==> src/rtl/rxfifo_pkg.sv <==
// ---------------------------------------------------------------------------
// rxfifo_pkg -- shared constants for the UART receive path.
//
// Contents:
//   RX_DATA_W      default byte width produced by the deserializer (8)
//   RX_BAUD_DIV    baud divisor, 10 MHz system clock / 115200 baud (87)
//   RX_DEPTH_LOG2  log2 of the receive FIFO depth (4 -> 16 entries)
//   RX_AF_LEVEL    default occupancy threshold for the FIFO interrupt
//   rx_fifo_depth  helper turning a log2 depth into an entry count
// ---------------------------------------------------------------------------
package rxfifo_pkg;

    localparam int RX_DATA_W     = 8;
    localparam int RX_BAUD_DIV   = 87;
    localparam int RX_DEPTH_LOG2 = 4;
    localparam int RX_AF_LEVEL   = 12;

    function automatic int rx_fifo_depth(input int depth_log2);
        return 1 << depth_log2;
    endfunction

endpackage

==> src/rtl/rxfifo_if.sv <==
// ---------------------------------------------------------------------------
// rxfifo_if -- bundle of the receive FIFO data/handshake signals.
//
// Signals:
//   i_Rx_Data  byte from the deserializer, valid while i_Rx_Done is high
//   i_Rx_Done  done flag from the deserializer (pulse or held level)
//   i_Rd_En    pop request, one byte per cycle while high
//   i_Clr_Ovr  clears the sticky overrun flag
//   o_Rd_Data  head-of-queue byte (show-ahead)
//   o_Empty    FIFO empty
//   o_Full     FIFO full
//   o_Count    current occupancy 0..2^DEPTH_LOG2
//   o_Overrun  sticky dropped-byte flag
//   o_Irq      threshold interrupt
//
// Modports:
//   master  the side that feeds bytes and pops them (deserializer + host)
//   slave   the FIFO itself
// ---------------------------------------------------------------------------
interface rxfifo_if
    import rxfifo_pkg::*;
#(
    parameter int DATA_W     = RX_DATA_W,
    parameter int DEPTH_LOG2 = RX_DEPTH_LOG2
);
    logic [DATA_W-1:0]   i_Rx_Data;
    logic                i_Rx_Done;
    logic                i_Rd_En;
    logic                i_Clr_Ovr;
    logic [DATA_W-1:0]   o_Rd_Data;
    logic                o_Empty;
    logic                o_Full;
    logic [DEPTH_LOG2:0] o_Count;
    logic                o_Overrun;
    logic                o_Irq;

    modport master (
        output i_Rx_Data, i_Rx_Done, i_Rd_En, i_Clr_Ovr,
        input  o_Rd_Data, o_Empty, o_Full, o_Count, o_Overrun, o_Irq
    );

    modport slave (
        input  i_Rx_Data, i_Rx_Done, i_Rd_En, i_Clr_Ovr,
        output o_Rd_Data, o_Empty, o_Full, o_Count, o_Overrun, o_Irq
    );

endinterface

==> src/rtl/rxfifo_edge.sv <==
// ---------------------------------------------------------------------------
// rxfifo_edge -- rising-edge detector for done flags.
//
// A flag held high for many cycles yields a single-cycle o_Rise on the
// first high cycle. Works per bit, so one instance can watch several
// independent flags (e.g. receive and transmit done).
//
// Ports:
//   i_Pclk     system clock, rising edge
//   i_Presetn  synchronous active-low reset (clears the history register)
//   i_Flag     flags to watch
//   o_Rise     1 for each bit that is high now and was low last cycle
// ---------------------------------------------------------------------------
module rxfifo_edge #(
    parameter int W = 1
) (
    input  logic         i_Pclk,
    input  logic         i_Presetn,
    input  logic [W-1:0] i_Flag,
    output logic [W-1:0] o_Rise
);

    logic [W-1:0] r_prev;

    always_ff @(posedge i_Pclk) begin
        if (!i_Presetn) begin
            r_prev <= '0;
        end else begin
            r_prev <= i_Flag;
        end
    end

    genvar gi;
    generate
        for (gi = 0; gi < W; gi++) begin : g_rise
            assign o_Rise[gi] = i_Flag[gi] & ~r_prev[gi];
        end
    endgenerate

endmodule

==> src/rtl/rxfifo.sv <==
// ---------------------------------------------------------------------------
// rxfifo -- receive buffer downstream of the rxshift deserializer.
//
// Captures a byte on every rising edge of the done flag and queues it in a
// circular buffer read through a show-ahead port. Tracks occupancy and a
// sticky overrun flag for bytes dropped while full.
//
// Build option:
//   RXFIFO_IRQ_EN  when defined, o_Irq is a registered interrupt that is
//                  high while occupancy >= AF_LEVEL or overrun is set.
//                  When undefined, o_Irq is tied low and AF_LEVEL does not
//                  exist.
//
// Ports:
//   i_Pclk     system clock, rising edge
//   i_Presetn  synchronous active-low reset
//   bus        rxfifo_if.slave: data/done in, pop/clear in, status out
// ---------------------------------------------------------------------------
module rxfifo
    import rxfifo_pkg::*;
#(
    parameter int DATA_W     = RX_DATA_W,
    parameter int DEPTH_LOG2 = RX_DEPTH_LOG2
`ifdef RXFIFO_IRQ_EN
    ,
    parameter int AF_LEVEL   = RX_AF_LEVEL
`endif
) (
    input  logic     i_Pclk,
    input  logic     i_Presetn,
    rxfifo_if.slave  bus
);

    localparam int DEPTH = rx_fifo_depth(DEPTH_LOG2);
    localparam int CNT_W = DEPTH_LOG2 + 1;

    logic [DATA_W-1:0]     r_mem [DEPTH];
    logic [DEPTH_LOG2-1:0] r_wr_ptr;
    logic [DEPTH_LOG2-1:0] r_rd_ptr;
    logic [CNT_W-1:0]      r_count;
    logic                  r_overrun;

    logic w_wr_edge;
    logic w_full;
    logic w_empty;
    logic w_rd_ok;
    logic w_wr_ok;
    logic w_drop;

    rxfifo_edge #(
        .W (1)
    ) u_edge (
        .i_Pclk    (i_Pclk),
        .i_Presetn (i_Presetn),
        .i_Flag    (bus.i_Rx_Done),
        .o_Rise    (w_wr_edge)
    );

    // Status comes straight from the registered count, so it is glitch-free.
    assign w_full  = (r_count == CNT_W'(DEPTH));
    assign w_empty = (r_count == '0);

    assign w_rd_ok = bus.i_Rd_En & ~w_empty;
    // When full, a same-cycle pop frees the slot the write lands in.
    assign w_wr_ok = w_wr_edge & (~w_full | w_rd_ok);
    assign w_drop  = w_wr_edge & w_full & ~w_rd_ok;

    always_ff @(posedge i_Pclk) begin
        if (!i_Presetn) begin
            r_wr_ptr  <= '0;
            r_rd_ptr  <= '0;
            r_count   <= '0;
            r_overrun <= 1'b0;
        end else begin
            if (w_wr_ok) begin
                r_wr_ptr <= r_wr_ptr + DEPTH_LOG2'(1);
            end
            if (w_rd_ok) begin
                r_rd_ptr <= r_rd_ptr + DEPTH_LOG2'(1);
            end
            case ({w_wr_ok, w_rd_ok})
                2'b10:   r_count <= r_count + CNT_W'(1);
                2'b01:   r_count <= r_count - CNT_W'(1);
                default: r_count <= r_count;
            endcase
            // A drop in the same cycle as a clear leaves the flag set.
            if (w_drop) begin
                r_overrun <= 1'b1;
            end else if (bus.i_Clr_Ovr) begin
                r_overrun <= 1'b0;
            end
        end
    end

    // Storage is not reset; pointers alone define what is valid.
    always_ff @(posedge i_Pclk) begin
        if (i_Presetn && w_wr_ok) begin
            r_mem[r_wr_ptr] <= bus.i_Rx_Data;
        end
    end

    assign bus.o_Rd_Data = r_mem[r_rd_ptr];
    assign bus.o_Empty   = w_empty;
    assign bus.o_Full    = w_full;
    assign bus.o_Count   = r_count;
    assign bus.o_Overrun = r_overrun;

`ifdef RXFIFO_IRQ_EN
    logic r_irq;

    // Built from registered state, so it trails count/overrun by a cycle.
    always_ff @(posedge i_Pclk) begin
        if (!i_Presetn) begin
            r_irq <= 1'b0;
        end else begin
            r_irq <= (r_count >= CNT_W'(AF_LEVEL)) | r_overrun;
        end
    end

    assign bus.o_Irq = r_irq;
`else
    assign bus.o_Irq = 1'b0;
`endif

endmodule

==> src/flat_wrapper.sv <==
// flat-port wrapper written by rule: the top's interface ports become plain ports
module rxfifo_flat import rxfifo_pkg::*;
#(
    parameter int DATA_W     = RX_DATA_W,
    parameter int DEPTH_LOG2 = RX_DEPTH_LOG2

)
  (i_Pclk, i_Presetn, bus_i_Rx_Data, bus_i_Rx_Done, bus_i_Rd_En, bus_i_Clr_Ovr, bus_o_Rd_Data, bus_o_Empty, bus_o_Full, bus_o_Count, bus_o_Overrun, bus_o_Irq);
  rxfifo_if #(.DATA_W(DATA_W), .DEPTH_LOG2(DEPTH_LOG2)) bus_i ();
  input  logic i_Pclk;
  input  logic i_Presetn;
  input wire logic [$bits(bus_i.i_Rx_Data)-1:0] bus_i_Rx_Data;
  input wire logic [$bits(bus_i.i_Rx_Done)-1:0] bus_i_Rx_Done;
  input wire logic [$bits(bus_i.i_Rd_En)-1:0] bus_i_Rd_En;
  input wire logic [$bits(bus_i.i_Clr_Ovr)-1:0] bus_i_Clr_Ovr;
  output wire logic [$bits(bus_i.o_Rd_Data)-1:0] bus_o_Rd_Data;
  output wire logic [$bits(bus_i.o_Empty)-1:0] bus_o_Empty;
  output wire logic [$bits(bus_i.o_Full)-1:0] bus_o_Full;
  output wire logic [$bits(bus_i.o_Count)-1:0] bus_o_Count;
  output wire logic [$bits(bus_i.o_Overrun)-1:0] bus_o_Overrun;
  output wire logic [$bits(bus_i.o_Irq)-1:0] bus_o_Irq;
  assign bus_i.i_Rx_Data = bus_i_Rx_Data;
  assign bus_i.i_Rx_Done = bus_i_Rx_Done;
  assign bus_i.i_Rd_En = bus_i_Rd_En;
  assign bus_i.i_Clr_Ovr = bus_i_Clr_Ovr;
  assign bus_o_Rd_Data = bus_i.o_Rd_Data;
  assign bus_o_Empty = bus_i.o_Empty;
  assign bus_o_Full = bus_i.o_Full;
  assign bus_o_Count = bus_i.o_Count;
  assign bus_o_Overrun = bus_i.o_Overrun;
  assign bus_o_Irq = bus_i.o_Irq;
  rxfifo #(.DATA_W(DATA_W), .DEPTH_LOG2(DEPTH_LOG2)) u_core (.i_Pclk(i_Pclk), .i_Presetn(i_Presetn), .bus(bus_i));
endmodule
==> config.mk <==
export PLATFORM = sky130hd
export DESIGN_NAME = rxfifo_flat
export DESIGN_NICKNAME = d
export VERILOG_FILES = /design/src/rtl/rxfifo_pkg.sv /design/src/rtl/rxfifo_if.sv /design/src/rtl/rxfifo_edge.sv /design/src/rtl/rxfifo.sv /design/src/flat_wrapper.sv
export SDC_FILE = /design/constraint.sdc
export NUM_CORES = 1
export LEC_CHECK = 0
export BUFFER_PORTS_ARGS = -buffer_cell sky130_fd_sc_hd__buf_2
export CORE_MARGIN = 2
export CORE_UTILIZATION = 40
export CTS_CLUSTER_SIZE = 24
export DETAILED_ROUTE_END_ITERATION = 8
export GPL_TIMING_DRIVEN = 0
export PLACE_DENSITY = 0.61
export SLEW_MARGIN = 30
export SYNTH_ARGS = -nofsm -noshare
export SYNTH_HDL_FRONTEND = slang
export SYNTH_SLANG_ARGS = --single-unit
==> constraint.sdc <==
create_clock -name i_Pclk -period 3 [get_ports i_Pclk]
set_input_delay 0.15 -clock i_Pclk [delete_from_list [all_inputs] [get_ports i_Pclk]]
set_output_delay 0.15 -clock i_Pclk [all_outputs]
set_load 0.005 [all_outputs]
Yosys cells after proc, flatten, opt, wreduce, memory -nomap -nowiden:

Memories as Yosys holds them, arrays and structs flattened. A register that Yosys moved wholly into a read port is not among the register bits.
Cells that the tools add are included.
Widths: inputs -> output; s select.

* flip-flop bits (word level): 15
* bits in latches: 0
* memory bits (writable): 128
* memory bits (read-only): 0
* bits of input ports: 13
* output and inout port bits: 17
* logic and storage cells: 34
* memories: 1

* add/sub/neg operators: 4
* multipliers: 0
* div/mod/pow operators: 0
* order comparisons: 0
* equality and inequality tests: 3
* shift operators: 0
* muxes and demuxes: 7
* bitwise logic cells: 10
* reduce and logical (&&, ||, !) cells: 4

Memory list
* u_core.r_mem: depth 16, bits a word 8, rd ports 1, clocked after Yosys merged registers in 1, write ports 1, RTL line rxfifo.sv:37 `logic [DATA_W-1:0] r_mem [DEPTH];`

Operator list (count)
* $pmux 5 s2: 1
* $add 4x1->4 const B: 2
* $mux 4: 2
* $add 5x1->5 const B: 1
* $and 1x1->1: 5
* $eq 5x5->1 const B: 1
* $logic_not 5->1: 1
* $sub 5x1->5 const B: 1
* $mux 1: 4
* $not 1->1: 4
* $reduce_bool 2->1: 2
* $eq 2x1->1 const B: 1
* $eq 2x2->1 const B: 1
* $logic_and 1x1->1: 1
* $or 1x1->1: 1

Depth between registers and ports, before layout:

* depth after elaboration: 8
* depth in mapped cells: 10
* depth with buffers taken out: 8

By module:

A second synthesis with hierarchy kept.

* cells, all modules: 298
* area total of the unflattened synthesis: 5845.6 µm²

By module, submodules not included
* rxfifo: instances 1, cells each 295, area an instance 5805.6 µm², seq. area each 4204.0 µm²
* rxfifo_edge: instances 1, cells each 3, area an instance 40.0 µm², seq. area each 20.0 µm²

Worst setup path before layout:

Ideal clock, no wire load.

* path kind: register -> register
* start: register u_core.r_count[1] (netlist: u_core.bus.o_Count[1])
* end: register u_core.r_count[4] (netlist: u_core.bus.o_Count[4])
* setup time: 0.096 ns
* arrival: 2.378 ns
* setup slack: 0.527 ns
* stages on the path, launching flop included: 11
* cells stage by stage: dfxtp_1 -> buf_2 -> or4_1 -> buf_2 -> o211ai_2 -> o21ai_0 -> ha_1 -> or4_1 -> nor3_1 -> a21oi_1 -> o41ai_2

* cells in the longest elaborated chain, start to end: 7
* elaborated cells between the ends (all ways): 13

Ends and longest elaborated chain
* from (decl): RTL line rxfifo.sv:40 `logic [CNT_W-1:0] r_count;`
* from (signal assigned): RTL line rxfifo.sv:82 `2'b10: r_count <= r_count + CNT_W'(1);`
* from (signal assigned): RTL line rxfifo.sv:83 `2'b01: r_count <= r_count - CNT_W'(1);`
* from (signal assigned): RTL line rxfifo.sv:84 `default: r_count <= r_count;`
* $logic_not 5->1: RTL line rxfifo.sv:61 `assign w_empty = (r_count == '0);`
* $not 1->1: RTL line rxfifo.sv:63 `assign w_rd_ok = bus.i_Rd_En & ~w_empty;`
* $and 1x1->1: RTL line rxfifo.sv:63
* $or 1x1->1: RTL line rxfifo.sv:65 `assign w_wr_ok = w_wr_edge & (~w_full | w_rd_ok);`
* $and 1x1->1: RTL line rxfifo.sv:65
* $eq 2x1->1 or $eq 2x2->1 (tied branches): RTL line rxfifo.sv:81 `case ({w_wr_ok, w_rd_ok})`
* $pmux 5 s2 or $reduce_bool 2->1 (tied branches)

Parallel ways exist; a longest one is shown, timed or not.
A chain may end at the register's enable or synchronous reset.

Final worst setup path:

Same ends and word-level chain as after synthesis.

==> metrics.txt <==
status=complete, no violations; # rows=44; die area=16,100 um^2; most frequent cell after synthesis=edfxtp_1; GPL Wtd Cong=0.847; clk slew on worst S/H paths=0.06 ns; synth top area cells=edfxtp_1 (64%), mux4_1 (14%), dfxtp_1 (6.3%); Ant. Diodes=0; Layout Nets=376; post-synthesis cell type count=41; GRT Total Usage=16.0%; Place WS=0.324 ns; pwr dens=766 nW/um^2; Starting Density=41.3%; Skew-Pair Late Insertion Delay=0.42 ns; RSZ-0062 raised after global routing=no; grt ovf=0; Hold Crit Class=in2reg; synthesized area=6040 um^2; Num CTS Buffers=17; initial antenna violation count=0; Post-CTS Resized=0; Post-synth top flop=edfxtp_1; CP startpoint kind=register; DRC viols=0; Synth area leader=edfxtp_1; area delta synth->final=15.8%; Post-Synthesis Cells=311; H-tree depth=4; VDD IR max=532 uV; fin crit share=91.2%; dpl cells=521; Mean Syn Cell Area=19.4 um^2; Worst-Margin Slew=0.878 ns; Clock Skew=0.00642 ns; hold slack=0.0331 ns; Mapped Nets=330; arrival time at the worst endpoint=3.07 ns; wire per inst=21.6 um; Ys Warns=0; total number of vias=3,019; Yosys top cell area share=63.6%; CTS root buffer=clkbuf_16; share of cells above drive strength 1=21.6%; DR vias/cell=5.45; CTS tree=built; Post-Layout Cell Count=554; leakage=2.36 nW; Post-DRT Antenna Nets=0; vias in the first global route=2,961; Slew Viols, Final=0; global-route wire length before repair=18,300 um; height of the die=127 um; Top Ports=30; Hold Vio Cnt, Final=0; Req. time, crit path=3.33 ns; largest net degree at the start of global routing=17; I/O Buffers=26; Max-Cap Viols=0; Post-synth EDFFs=128; Sum Neg Setup Slack=0 ns; final-layout fill cell count=1,214; Sink Count=147; # setup viols final=0; ys async rst share=0%; WS Path Type=reg2reg; flops & latches, synth=147; Critical Path Fanout Max=9; DP Wirelength=7760 um; fmax=366 MHz; Tmin final=2.74 ns; Routed WL=12,000 um; DIE WIDTH=127 um; sequential-to-total area share from yosys stat=69.9%; Slew HR=41.3%; Core ar.=14,600 um^2; Iter 0 DRT Violations=201; Post-synth top cells=edfxtp_1 (128), mux4_1 (32), nor2_1 (26); Post-CTS Setup Bufs=0; Setup crit end kind=register; CTS max path bufs=2; PnR worst setup slack=0.264 ns; first-pass iteration count of the detailed router=5
## sequential cells by signal, indices dropped and copies added, names as in the netlist, named ones only
| register | cells |
|---|---|
| u_core.bus.o_Count | 5 |
| u_core.u_edge.r_prev | 1 |
| u_core.r_rd_ptr | 4 |
| u_core.bus.o_Overrun | 1 |
| u_core.r_mem | 128 |
| u_core.r_wr_ptr | 4 |
## where the power goes
part / switching [mW] / internal (mW) / total [mW]
Sequential: 0.0594 / 2.27 / 2.33
Combinational: 0.498 / 0.507 / 1.00
Clock: 0.809 / 1.22 / 2.02
## final timing paths
kind	depth (start not counted)	startpoint	end	slack (ns)
worst min-delay path	4	bus_i_Clr_Ovr	u_core.bus.o_Overrun$_SDFFE_PN0P_	0.03
worst max register to register	10	u_core.bus.o_Count[1]$_SDFFE_PN0P_	u_core.bus.o_Count[4]$_SDFFE_PN0P_	0.26
worst max-delay path	10	u_core.bus.o_Count[1]$_SDFFE_PN0P_	u_core.bus.o_Count[4]$_SDFFE_PN0P_	0.26
worst min register to register	2	u_core.bus.o_Overrun$_SDFFE_PN0P_	u_core.bus.o_Overrun$_SDFFE_PN0P_	0.49
## logic make-up after synthesis
family,Yosys count,share of synthesized area [%]
DFF,147,69.9
and+or+nand+nor,59,4.88
other,1,0.0620
buffers and inverters,24,2.28
muxes,46,18.0
xor gates and xnor gates,6,0.869
adders and majority gates,6,1.24
AOI/OAI and AO/OA,22,2.82
## layer usage
layer | track usage (%) | share of wire [%]
met1 | 22.0 | 47
met4 | 7.18 | 1.9
met2 | 24.6 | 48
met5 | 0 | 0
met3 | 3.42 | 3.4
## layout make-up
type / instances / area, um^2 / share of cell area (%)
buffer: 18 / 115 / 1.64
timing repair buffer: 27 / 140 / 2.00
clock inverter: 14 / 138 / 1.97
tap: 184 / 230 / 3.29
clock buffer: 18 / 429 / 6.13
inverter: 6 / 22.5 / 0.322
multi-input combinational: 140 / 1700 / 24.3
sequential: 147 / 4220 / 60.3
## cells in the final DEF, fill, tap and decap left out, drive strengths merged, types with 2 or more instances in the layout
| master | netlist | final |
|---|---|---|
| mux4 | 40 | 40 |
| nand3 | 9 | 9 |
| buf | 12 | 38 |
| nor3 | 8 | 8 |
| mux2i | 5 | 5 |
| edfxtp | 128 | 128 |
| o21ai | 4 | 4 |
| nand2b | 5 | 5 |
| dfxtp | 19 | 19 |
| nand2 | 3 | 3 |
| ha | 6 | 6 |
| xnor2 | 4 | 4 |
| bufinv | 0 | 2 |
| nor3b | 2 | 2 |
| clkinv | 0 | 9 |
| inv | 6 | 8 |
| or4 | 2 | 2 |
| clkbuf | 6 | 24 |
| a21oi | 5 | 5 |
| xor2 | 2 | 2 |
| nor2 | 26 | 26 |
| a211oi | 3 | 3 |
| nor2b | 2 | 2 |
| o211ai | 2 | 2 |
## worst max-delay path: stages (launching register included)
cell and delay (ns):
dfxtp_1 0.30, buf_2 0.17, or4_1 0.46, buf_2 0.18, o211ai_2 0.17, o21ai_0 0.12, ha_1 0.24, or4_1 0.40
nor3_1 0.25, a21oi_1 0.14, o41ai_2 0.21
## repair_timing
| action | in CTS | in global routing |
|---|---|---|
| hold buffers | 1 | 0 |
| hold endpoints to repair | 1 | 0 |
| setup endpoints to repair | 0 | 0 |
## through the flow
stage / util, % / instance area (um^2) / power [mW]
after floorplan: - / 6040 / 3.07
after global placement: 43.7 / 6400 / 3.37
after detailed placement: 43.9 / 6420 / 3.39
after CTS: 47.8 / 7000 / 5.41
after global routing: 47.8 / 7000 / 5.57
final: 47.8 / 7000 / 5.36
No activity file was read; power rests on OpenSTA's default activity.
